File: src/rtl/reg_x_if.sv
// reg_x_if: groups the write-side (wren, D) and read-side (Q) signals of a
// reg_x storage register so the register and its user share one bundle.
`timescale 1ns/1ps

interface reg_x_if #(
    parameter int WIDTH = 64
);
    logic             wren;
    logic [WIDTH-1:0] D;
    logic [WIDTH-1:0] Q;

    // The user of the register drives data/enable and reads the contents.
    modport master (
        output wren,
        output D,
        input  Q
    );

    // The register itself consumes data/enable and presents its contents.
    modport slave (
        input  wren,
        input  D,
        output Q
    );
endinterface

File: src/rtl/reg_x.sv
// reg_x: parameterised edge-triggered storage register with a single write
// enable, built as WIDTH bit-slices of (2:1 hold/load mux -> D flip-flop).
// Asynchronous active-high reset loads RESET_VALUE and dominates writes.
// Optional macro REG_X_GATE_DELAY_EN gives every mux a 50 ps propagation
// delay and every flop a 50 ps clock-to-Q delay; without it all primitives
// are zero-delay and behaviour is otherwise identical.
// The WIDTH of the connected reg_x_if must equal the WIDTH parameter here.
`timescale 1ns/1ps

module reg_x #(
    parameter int               WIDTH       = 64,
    parameter logic [WIDTH-1:0] RESET_VALUE = '0
) (
    input  logic    clk,
    input  logic    reset,
    reg_x_if.slave  bus
);

    // Per-slice flop outputs, gathered into one vector for the Q port.
    logic [WIDTH-1:0] q_vec;

    genvar i;
    generate
        for (i = 0; i < WIDTH; i++) begin : g_slice
            logic mux_out;
            logic q_ff;

`ifdef REG_X_GATE_DELAY_EN
            // Hold/load mux: wren selects new data, otherwise recirculate Q.
            assign #50ps mux_out = bus.wren ? bus.D[i] : q_ff;

            // Bit flop: reset is immediate, clocked loads appear 50 ps after the edge.
            always_ff @(posedge clk or posedge reset) begin
                if (reset)
                    q_ff <= RESET_VALUE[i];
                else
                    q_ff <= #50ps mux_out;
            end
`else
            // Hold/load mux: wren selects new data, otherwise recirculate Q.
            assign mux_out = bus.wren ? bus.D[i] : q_ff;

            // Bit flop: asynchronous reset to the configured value, else capture mux.
            always_ff @(posedge clk or posedge reset) begin
                if (reset)
                    q_ff <= RESET_VALUE[i];
                else
                    q_ff <= mux_out;
            end
`endif

            assign q_vec[i] = q_ff;
        end
    endgenerate

    assign bus.Q = q_vec;

endmodule

File: src/flat_wrapper.sv
// flat-port wrapper written by rule: the top's interface ports become plain ports
module reg_x_flat 
#(
    parameter int               WIDTH       = 64,
    parameter logic [WIDTH-1:0] RESET_VALUE = '0
)
  (clk, reset, bus_wren, bus_D, bus_Q);
  reg_x_if #(.WIDTH(WIDTH)) bus_i ();
  input  logic clk;
  input  logic reset;
  input wire logic [$bits(bus_i.wren)-1:0] bus_wren;
  input wire logic [$bits(bus_i.D)-1:0] bus_D;
  output wire logic [$bits(bus_i.Q)-1:0] bus_Q;
  assign bus_i.wren = bus_wren;
  assign bus_i.D = bus_D;
  assign bus_Q = bus_i.Q;
  reg_x #(.WIDTH(WIDTH), .RESET_VALUE(RESET_VALUE)) u_core (.clk(clk), .reset(reset), .bus(bus_i));
endmodule
File: config.mk
export PLATFORM = sky130hd
export DESIGN_NAME = reg_x_flat
export DESIGN_NICKNAME = d
export VERILOG_FILES = /design/src/rtl/reg_x_if.sv /design/src/rtl/reg_x.sv /design/src/flat_wrapper.sv
export SDC_FILE = /design/constraint.sdc
export NUM_CORES = 1
export LEC_CHECK = 0
export ABC_AREA = 1
export BUFFER_PORTS_ARGS = -buffer_cell sky130_fd_sc_hd__buf_2
export CORE_AREA = 2 2 79 81
export CTS_CLUSTER_DIAMETER = 30
export DETAILED_ROUTE_END_ITERATION = 12
export DIE_AREA = 0 0 81 83
export PLACE_DENSITY = 0.9
export REMOVE_ABC_BUFFERS = 1
export SLEW_MARGIN = 20
export SYNTH_ARGS = -nofsm -noshare
export SYNTH_HDL_FRONTEND = slang
export SYNTH_SLANG_ARGS = --single-unit
File: constraint.sdc
create_clock -name clk -period 4.4 [get_ports clk]
set_clock_uncertainty 0.15 [all_clocks]
set_input_delay 0.66 -clock clk [delete_from_list [all_inputs] [get_ports clk]]
set_output_delay 0.66 -clock clk [all_outputs]
set_load 0.05 [all_outputs]
==> out/qor.yml, run 1 <==
die_y_um: 83
via_count_of_the_first_global_routing_pass: 2026
maxCapViolCount: 0
tritoncts: "built"
synth_enable_flop_cells: 0
areaGrowthSynthToFinish_pct: 11.3
clock_tree.root_cell: "clkbuf_8"
timing.critical_path.required_ps: 4450
gr-total-overflow: 0
timing.critical_path.max_delay_family: "buffers and inverters"
largest_register_ffs: 64
gr-usage-all-layers: 0.170
io_buffers: 130
clkLatencyLatePin_ps: 320
synth_simple_gate_area_share: 0.246
synth_top_flop_cell: "dfrtp_1"
dp_cells: 465
synth_adder_area_share: 0
clk_path_buf_depth: 2
dp.final_hpwl_um: 3840
ys_seq_elements: 64
synth-seq-area-share: 0.547
placement_rows: 28
initial_antenna_violation_count: 0
synthTopCellsByArea: "dfrtp_1, nand2_1, buf_4"
number_of_gates_resized_after_cts: 0
global_route_wire_length_before_repair_um: 8900
detail_route.iter0.violations: 96
largest_net_degree_at_the_start_of_global_routing: 66
drt-pass1-iter-count: 4
cts.clk_slew.worst_paths_ps: 60
final.period_utilization: 0.472
netlist_instances: 335
vias_per_cell: 4.50
synthDominantCellAreaShare: 0.547
power.static_leakage_nw: 1.98
worstPathMaxFanout: 65
power_density_nw_per_um2: 448
netSwitchingPower_uw: 495
mappedNetlistArea_um2: 2930
htreeDepth: 3
report.final.slew_viol_count: 0
finalNonFillerCells: 479
max_clock_freq_mhz: 481
synth_mux_area_frac: 0
synth_compound_area_frac: 0
cp_num_buf_inv: 3
cp_slowest_cell: "inv_2"
detail_route.wirelength_um: 5430
clkSinkCount: 64
synthArstFlopShare: 1.00
max_flop_register: "u_core.g_slice.q_ff"
total_via_count_after_detailed_routing: 2156
cts_setup_buffers: 0
power.share.switching: 0.338
cts.hold.buffers_added: 0
finalCoreUtilization: 0.561
dieArea_um2: 6720
critical_path.cell_chain: "buf_2 > buf_4 > inv_2 > nand2_1 > nand2_1"
syn_avg_cell_area_um2: 8.75
outcome: "complete, no violations"
initial_utilization: 0.504
final_hold_viol_count: 0
place.gp.congestion: 0.704
synth_top_family_by_area: "simple AND/OR/NAND/NOR gates"
synth-xor-area-share: 0
hold_class: "primary input to async pin"
max-slew-margin-rel: 0.341
cts_inserted_buffers: 9
setup_total_negative_slack_ps: 0
chipWidth_um: 81
critical_path_class: "primary input to flop"
grt_setup_unrepaired: "false"
layout.nets: 468
post_synth_num_cell_types: 7
core_area_um2: 5820
synth_top_cell_by_area: "dfrtp_1"
worst_setup_path_end_kind: "flop"
ys.warnings.count: 0
clkPwrFrac: 0.300
critical-path-top-cell-by-count: "nand2_1"
post_route_cells_drive_above_1_share: 0.361
critPathMaxStageDelay_ps: 580
n_antenna_cell: 0
post-route-drc-count: 0
routed_wire_length_per_instance_um: 11.3
power_report.internal_total_uw: 967
worst_ir_drop_on_vdd_mv: 0.231
synth.most_common_cell: "nand2_1"
min_period_ps: 2080
postRouteAntennaNets: 0
floorplan.io_pins: 131
worst-endpoint-arrival_ps: 2130
worstMarginPinSlew_ps: 987
reg_top3: "u_core.g_slice.q_ff (64)"
synthTopCellsByCount: "nand2_1, buf_4, dfrtp_1"
setup_viol: 0
critical_path.startpoint_type: "primary input"
power.share.combinational: 0.242
power.sequential.fraction: 0.457
power groups by stage:
stage | registers (mW) | logic [mW] | clock network, mW
floorplan | 0.864 | 0.0597 | 0
global placement | 0.677 | 0.352 | 0
detailed placement | 0.678 | 0.358 | 0
CTS | 0.668 | 0.358 | 0.456
global route | 0.674 | 0.379 | 0.486
finish | 0.669 | 0.354 | 0.439
worst register-to-register path, stage by stage, from the launching register on:
cell and delay [ps]:
dfrtp_1 400, nand2_1 70, nand2_1 70
metrics by stage:
step | area (um^2) | hold WS (ps) | worst slack (ps) | power (mW)
finish | 3260 | 293 | 2320 | 1.46
global route | 3260 | 341 | 2170 | 1.54
detailed placement | 3090 | 307 | 2000 | 1.04
floorplan | 2330 | 611 | 1990 | 0.923
global placement | 3090 | 299 | 2060 | 1.03
CTS | 3260 | 304 | 2340 | 1.48
cells by family after synthesis:
family	count (synthesis)
DFF	64
buffers and inverters	79
and+or+nand+nor	192
final timing paths:
kind / endpoint / from / slack [ps] / depth (start not counted)
hold reg to reg: u_core.g_slice[18].q_ff / u_core.g_slice[18].q_ff / 320 / 2
setup reg to reg: u_core.g_slice[30].q_ff / u_core.g_slice[30].q_ff / 3600 / 2
hold / removal: u_core.g_slice[21].q_ff / reset / 290 / 2
min in group clk: u_core.g_slice[18].q_ff / u_core.g_slice[18].q_ff / 320 / 2
max in group asynchronous: u_core.g_slice[8].q_ff / reset / 2950 / 3
setup / recovery: u_core.g_slice[56].q_ff / bus_wren / 2320 / 5
layout make-up:
class | instances | area [um^2]
Fill cell | 554 | 2550
Clock buffer | 14 | 173
Sequential cell | 64 | 1600
Multi-Input combinational cell | 192 | 721
Tap cell | 75 | 93.8
Inverter | 2 | 7.51
Timing Repair Buffer | 132 | 666
placed cells by master, fill, tap and decap left out, drive strengths merged:
cell | netlist | final
dfrtp | 64 | 64
nand2 | 192 | 192
inv | 2 | 2
clkbuf | 6 | 14
buf | 71 | 132
metal layers:
layer  part of all wire  GRT usage  vias to the layer above
met2               0.49      0.288                       84
met3              0.076     0.0478                        9
met1               0.42      0.196                     1002
met5                  0          0                        -
met4              0.013     0.0755                        0
li1                   -          -                     1061
Note: power is estimated with default switching activity, not from simulation.
==> run 2, diff against run 1 <==
CORE_AREA = 2 2 82 84   (was 2 2 79 81)
DIE_AREA = 0 0 84 86   (was 0 0 81 83)
PLACE_DENSITY = 0.85   (was 0.9)
clock period = 2.14 ns   (was 4.4 ns; I/O delays follow)
==> run 2 against run 1 <==
Net effect:
- worst hold slack worse by 250 ps
- sequential cell count unchanged
- die area up 7.5%
- global-route usage down 1.8 points
- cell area up 2.8%
- largest cell class unchanged
- clock power up 150%
- total power up 120%
- setup slack worse by 1600 ps
==> out/qor.yml, run 2 (synthesis gave the netlist of run 1 again) <==
outcome: "complete, no violations"  # unchanged
maxCapViolCount: 0  # unchanged
cp_slowest_cell: "dfrtp_1"  # was inv_2
hold-path-endpoint: "u_core.g_slice[47].q_ff"
total_via_count_after_detailed_routing: 2128  # was 2,156
worst_setup_path_end_kind: "output pin"  # was flop
floorplan.io_pins: 131  # unchanged
gr-usage-all-layers: 0.152  # was 0.170
critical_path.cell_chain: "buf_2"  # was buf_2 > buf_4 > inv_2 > nand2_1 > nand2_1
cp_num_buf_inv: 1  # was 3
critical_path.startpoint_type: "flop"  # was primary input
htreeDepth: 3  # unchanged
initial_antenna_violation_count: 0  # unchanged
detail_route.wirelength_um: 5440  # was 5430 um
tritoncts: "built"  # unchanged
clk_path_buf_depth: 2  # unchanged
post-route-drc-count: 0  # unchanged
multi_input_comb_area_um2: 721  # unchanged
r2r_start: "u_core.g_slice[61].q_ff"  # was u_core.g_slice[30].q_ff
grt_setup_unrepaired: "false"  # unchanged
reg_top3: "u_core.g_slice.q_ff (64)"  # unchanged
clkLatencyLatePin_ps: 320  # about the same
areaGrowthSynthToFinish_pct: 14.4  # was 11.3%
timing.critical_path.required_ps: 1670  # was 4450 ps
hold_class: "primary input to flop"  # was primary input to async pin
max_clock_freq_mhz: 700
setup_total_negative_slack_ps: 0  # unchanged
dieArea_um2: 7220  # was 6720 um^2
regToRegSetupSlack_ps: 1360  # was 3600 ps
r2r_cells: 2  # unchanged
vias_per_cell: 4.39  # was 4.50
critPathMaxStageDelay_ps: 370  # was 580 ps
routed_wire_length_per_instance_um: 11.2  # was 11.3 um
max_flop_register: "u_core.g_slice.q_ff"  # unchanged
core_area_um2: 6280  # was 5820 um^2
final_hold_viol_count: 0  # unchanged
final.period_utilization: 0.668
report.final.slew_viol_count: 0  # unchanged
top_layer: "met4"  # unchanged
chipWidth_um: 84  # was 81 um
met3_length_um: 403  # was 411 um
worst_r2r_endpoint: "u_core.g_slice[61].q_ff"  # was u_core.g_slice[30].q_ff
worst_ir_drop_on_vdd_mv: 0.421  # was 0.231 mV
fillCellCount: 607  # was 554
die_y_um: 86  # was 83 um
worstMarginPinSlew_ps: 660  # was 987 ps
largest_net_degree_at_the_start_of_global_routing: 65  # was 66
timing.critical_path.max_delay_family: "flip-flops"  # was buffers and inverters
met1Wirelength_um: 2350  # was 2280 um
worst-endpoint-arrival_ps: 960  # was 2130 ps
layout.nets: 470  # was 468
gr-total-overflow: 0  # unchanged
worst_hold_path_startpoint: "bus_D[47]"
initial_utilization: 0.467  # was 0.504
max-slew-margin-rel: 0.560  # was 0.341
cts.clk_slew.worst_paths_ps: 70  # was 60 ps
setup_viol: 0  # unchanged
hold_depth: 3
n_antenna_cell: 0  # unchanged
detail_route.iter0.violations: 65  # was 96
min_period_ps: 1430
finalNonFillerCells: 485  # was 479
number_of_gates_resized_after_cts: 0  # unchanged
dr_wl_met2_um: 2620  # was 2670 um
sequential_cell_area_um2: 1600  # unchanged
dp.final_hpwl_um: 3890  # was 3840 um
cts_inserted_buffers: 9  # unchanged
worstPathMaxFanout: 2  # was 65
io_buffers: 130  # unchanged
placement_rows: 29  # was 28
postRouteAntennaNets: 0  # unchanged
drt-pass1-iter-count: 4  # unchanged
critical_path_class: "flop to output pin"  # was primary input to flop
power.static_leakage_nw: 2.02  # was 1.98 nW
place.gp.congestion: 0.756  # was 0.704
power_density_nw_per_um2: 953  # was 448 nW/um^2
most_common_cell_after_layout_fill_and_taps_aside: "nand2_1"  # unchanged
global_route_wire_length_before_repair_um: 8730  # was 8900 um
via_count_of_the_first_global_routing_pass: 1980  # was 2,026
largest_register_ffs: 64  # unchanged
dp_cells: 468  # was 465
final_cell_mix: "nand2_1, buf_2, dfrtp_1"  # unchanged
clkSinkCount: 64  # unchanged
clock_tree.root_cell: "clkbuf_8"  # unchanged
post_route_cells_drive_above_1_share: 0.368  # was 0.361
-- run 2: cell types whose count changed in the layout (fill, tap and decap cells not counted), sizes merged --
| cell | before | now |
|---|---|---|
| clkinv | 0 | 1 |
| dlygate4sd3 | 0 | 1 |
| bufinv | 0 | 1 |
| buf | 132 | 133 |
-- run 2: power by group --
group / leakage (nW) / internal [mW] / switching (mW) / total, mW
Sequential: 0.779 / 1.32 / 0.0569 / 1.37
Clock: 0.113 / 0.664 / 0.422 / 1.09
Combinational: 1.13 / 0.173 / 0.562 / 0.735
-- run 2: how the worst max path moves through the flow --
stage               slack, ps                   start                      end  cells past startpoint
finish                    710  u_core.g_slice[2].q_ff                 bus_Q[2]                      1
global route              600                   reset  u_core.g_slice[11].q_ff                      4
CTS                       680                   reset  u_core.g_slice[11].q_ff                      4
detailed placement        710                bus_wren  u_core.g_slice[57].q_ff                      5
global placement          730                bus_wren  u_core.g_slice[57].q_ff                      5
floorplan                  70                   reset   u_core.g_slice[0].q_ff                      1
-- run 2: layout make-up --
| cell class | instances | area share |
|---|---|---|
| multi-input combinational | 192 | 0.215 |
| clock buffer | 14 | 0.0545 |
| timing repair buffer | 134 | 0.211 |
| clock inverter | 2 | 0.0105 |
| inverter | 2 | 0.00224 |
| sequential | 64 | 0.478 |
| tap | 77 | 0.0287 |
-- run 2: stage by stage --
step / setup slack [ps] / area (um^2) / total power [mW] / hold slack (ps) / util
3_5_place_dp: 713 / 3120 / 2.14 / 303 / 0.498
6_report: 710 / 3350 / 3.20 / 44.9 / 0.534
3_3_place_gp: 732 / 3120 / 2.13 / 299 / 0.498
4_1_cts: 678 / 3350 / 3.23 / 29.0 / 0.534
2_1_floorplan: 70.9 / 2330 / 1.90 / 285 / -
5_1_grt: 602 / 3350 / 3.34 / 33.7 / 0.534
-- run 2: per-layer routing --
metal	global-route usage	up-vias
met2	0.252	86
met5	0	-
li1	-	1072
met4	0.0616	0
met1	0.188	963
met3	0.0433	7
-- run 2: worst reg2reg max path: stages, from the launching register on --
cell     delay [ps]
dfrtp_1         390
nand2_1          80
nand2_1          60
-- run 2: what timing repair did --
action,in CTS,in global routing
endpoints found under the hold margin,31,0
setup buffers,0,0
endpoints found under the setup margin,0,0
hold buffers,1,0
==> run 3, diff against run 2 <==
CORE_AREA = 2 2 87 89   (was 2 2 82 84)
DIE_AREA = 0 0 89 91   (was 0 0 84 86)
PLACE_DENSITY = 0.8   (was 0.85)
clock period = 1.15 ns   (was 2.14 ns; I/O delays follow)
==> run 3 against run 2 <==
Net effect:
- the flow now finishes with violations (negative setup slack)
- critical path depth is the same
- count of clock-buffer cells in the layout shrank 3
- sequential cell count is the same
- clock power grew 78%
- die area grew 12%
- setup slack lost 790 ps
- routed wire length grew 48%
- first-iteration DRC count grew 66%
- sequential share of layout area shrank 14 points
- critical endpoint is now bus_Q[39]
- highest routed layer unchanged
==> out/qor.yml, run 3 (synthesis gave the netlist of run 1 again) <==
post_route_cells_drive_above_1_share: 0.367  # was 0.368
areaGrowthSynthToFinish_pct: 60.3  # was 14.4%
gr-total-overflow: 0  # unchanged
critical_path_class: "flop to output pin"  # unchanged
hold-path-endpoint: "u_core.g_slice[25].q_ff"  # was u_core.g_slice[47].q_ff
place.gp.congestion: 0.774  # was 0.756
failed_checks: "negative setup slack"
finalCoreUtilization: 0.658  # was 0.534
io_buffers: 130  # unchanged
dieArea_um2: 8100  # was 7220 um^2
routed_wire_length_per_instance_um: 13.3  # was 11.2 um
hold_class: "primary input to flop"  # unchanged
die_y_um: 91  # was 86 um
worst-endpoint-arrival_ps: 910  # was 960 ps
power.static_leakage_nw: 2.57  # was 2.02 nW
clk_path_buf_depth: 2  # unchanged
chipWidth_um: 89  # was 84 um
max-slew-margin-rel: 0.779  # was 0.560
regToRegSetupSlack_ps: 130  # was 1360 ps
setup_total_negative_slack_ps: -3600  # was 0 ps
tritoncts: "built"  # unchanged
placement_rows: 31  # was 29
initial_utilization: 0.411  # was 0.467
reg_top3: "u_core.g_slice.q_ff (64)"  # unchanged
outcome: "finished, violations left"  # was complete, no violations
post-route-drc-count: 0  # unchanged
cp_num_buf_inv: 1  # unchanged
report.final.slew_viol_count: 0  # unchanged
sequential_cell_area_um2: 1600  # unchanged
global_route_wire_length_before_repair_um: 12000  # was 8730 um
r2r_start: "u_core.g_slice[38].q_ff"  # was u_core.g_slice[61].q_ff
max_clock_freq_mhz: 811
cts_inserted_buffers: 9  # unchanged
largest_net_degree_at_the_start_of_global_routing: 65  # unchanged
min_period_ps: 1230
dp.final_hpwl_um: 3970  # was 3890 um
cts.clk_slew.worst_paths_ps: 70  # about the same
final_cell_mix: "nand2_1, buf_2, dlygate4sd3_1"  # was nand2_1, buf_2, dfrtp_1
hold_depth: 4  # was 3
worst_r2r_endpoint: "u_core.g_slice[38].q_ff"  # was u_core.g_slice[61].q_ff
largest_register_ffs: 64  # unchanged
postRouteAntennaNets: 0  # unchanged
core_area_um2: 7140  # was 6280 um^2
worstMarginPinSlew_ps: 331  # was 660 ps
initial_antenna_violation_count: 0  # unchanged
final.period_utilization: 1.07
final_hold_viol_count: 0  # unchanged
clock_tree.root_cell: "clkbuf_8"  # unchanged
floorplan.io_pins: 131  # unchanged
fillCellCount: 542  # was 607
detail_route.iter0.violations: 108  # was 65
detail_route.wirelength_um: 8060  # was 5440 um
worst_ir_drop_on_vdd_mv: 0.607  # was 0.421 mV
worst_setup_path_end_kind: "output pin"  # unchanged
total_via_count_after_detailed_routing: 2598  # was 2,128
htreeDepth: 3  # unchanged
worstPathMaxFanout: 2  # unchanged
timing.critical_path.required_ps: 830  # was 1670 ps
clkSinkCount: 64  # unchanged
critical_path.cell_chain: "buf_6"  # was buf_2
critPathMaxStageDelay_ps: 410  # was 370 ps
max_flop_register: "u_core.g_slice.q_ff"  # unchanged
maxCapViolCount: 0  # unchanged
via_count_of_the_first_global_routing_pass: 2697  # was 1,980
drt-pass1-iter-count: 4  # unchanged
r2r_cells: 4  # was 2
setup_viol: 64  # was 0
preCtsSetupSlack_ps: 181  # was 713 ps
layout.nets: 569  # was 470
critical_path.startpoint_type: "flop"  # unchanged
vias_per_cell: 4.29  # was 4.39
cp_slowest_cell: "dfrtp_1"  # unchanged
gr-usage-all-layers: 0.193  # was 0.152
grt_setup_unrepaired: "true"  # was false
timing.critical_path.max_delay_family: "flip-flops"  # unchanged
n_antenna_cell: 0  # unchanged
power_density_nw_per_um2: 1390  # was 953 nW/um^2
most_common_cell_after_layout_fill_and_taps_aside: "nand2_1"  # unchanged
power.total_mw: 6.54  # was 3.20 mW
multi_input_comb_area_um2: 721  # unchanged
setup_slack_ps: -82.6  # was 710 ps
clkLatencyLatePin_ps: 330  # was 320 ps
worst_hold_path_startpoint: "bus_wren"  # was bus_D[47]
run 3: changes by cell type in the layout (fill, tap and decap cells not counted), sizes merged:
| cell | before | now |
|---|---|---|
| dlygate4sd3 | 1 | 65 |
| buf | 133 | 168 |
| clkbuf | 14 | 11 |
| clkinvlp | 0 | 2 |
| clkinv | 1 | 2 |
run 3: through the flow:
step                      cells  hold WS [ps]  cell area (um^2)
after floorplan             258           136              2330
after global placement      491           122              3180
after detailed placement    491           129              3180
after CTS                   583           163              4520
after global routing        606           191              4700
final                       606           175              4700
run 3: final cells by class:
type,count,area share
repair buffers,233,0.434
clock inverters,5,0.0117
multi-input cells,192,0.153
well taps,99,0.0264
clock buffers,11,0.0322
flip-flops and latches,64,0.341
inverters,2,0.00160
run 3: per-layer routing:
layer | vias to the layer above | GRT usage | wire (um)
met5 | - | 0 | 0
li1 | 1269 | - | -
met4 | 0 | 0.0958 | 225
met2 | 98 | 0.357 | 4310
met3 | 23 | 0.0491 | 476
met1 | 1208 | 0.195 | 3050
run 3: where the power goes:
group          internal, mW  switching, mW  leakage [nW]  total, mW
combinational         0.841           1.15          1.69       2.00
clock                  1.11          0.829         0.101       1.94
sequential             2.45          0.155         0.779       2.61
total                  4.40           2.14          2.57       6.54
run 3: worst max-delay path by stage:
| stage | cells after the start | end | slack [ps] | from |
|---|---|---|---|---|
| 5_1_grt | 1 | bus_Q[30] | -110 | u_core.g_slice[30].q_ff |
| 3_3_place_gp | 4 | u_core.g_slice[14].q_ff | 190 | bus_wren |
| 4_1_cts | 1 | bus_Q[39] | -90 | u_core.g_slice[39].q_ff |
| 6_report | 1 | bus_Q[39] | -80 | u_core.g_slice[39].q_ff |
| 3_5_place_dp | 5 | u_core.g_slice[38].q_ff | 180 | bus_wren |
| 2_1_floorplan | 1 | u_core.g_slice[0].q_ff | -770 | reset |
run 3: timing repair:
| item | CTS | global route |
|---|---|---|
| endpoints found under the hold margin | 128 | 0 |
| hold buffers | 65 | 0 |
| gates resized for setup | 128 | 0 |
| setup endpoints to repair | 64 | 64 |
| buffers inserted | 11 | 23 |
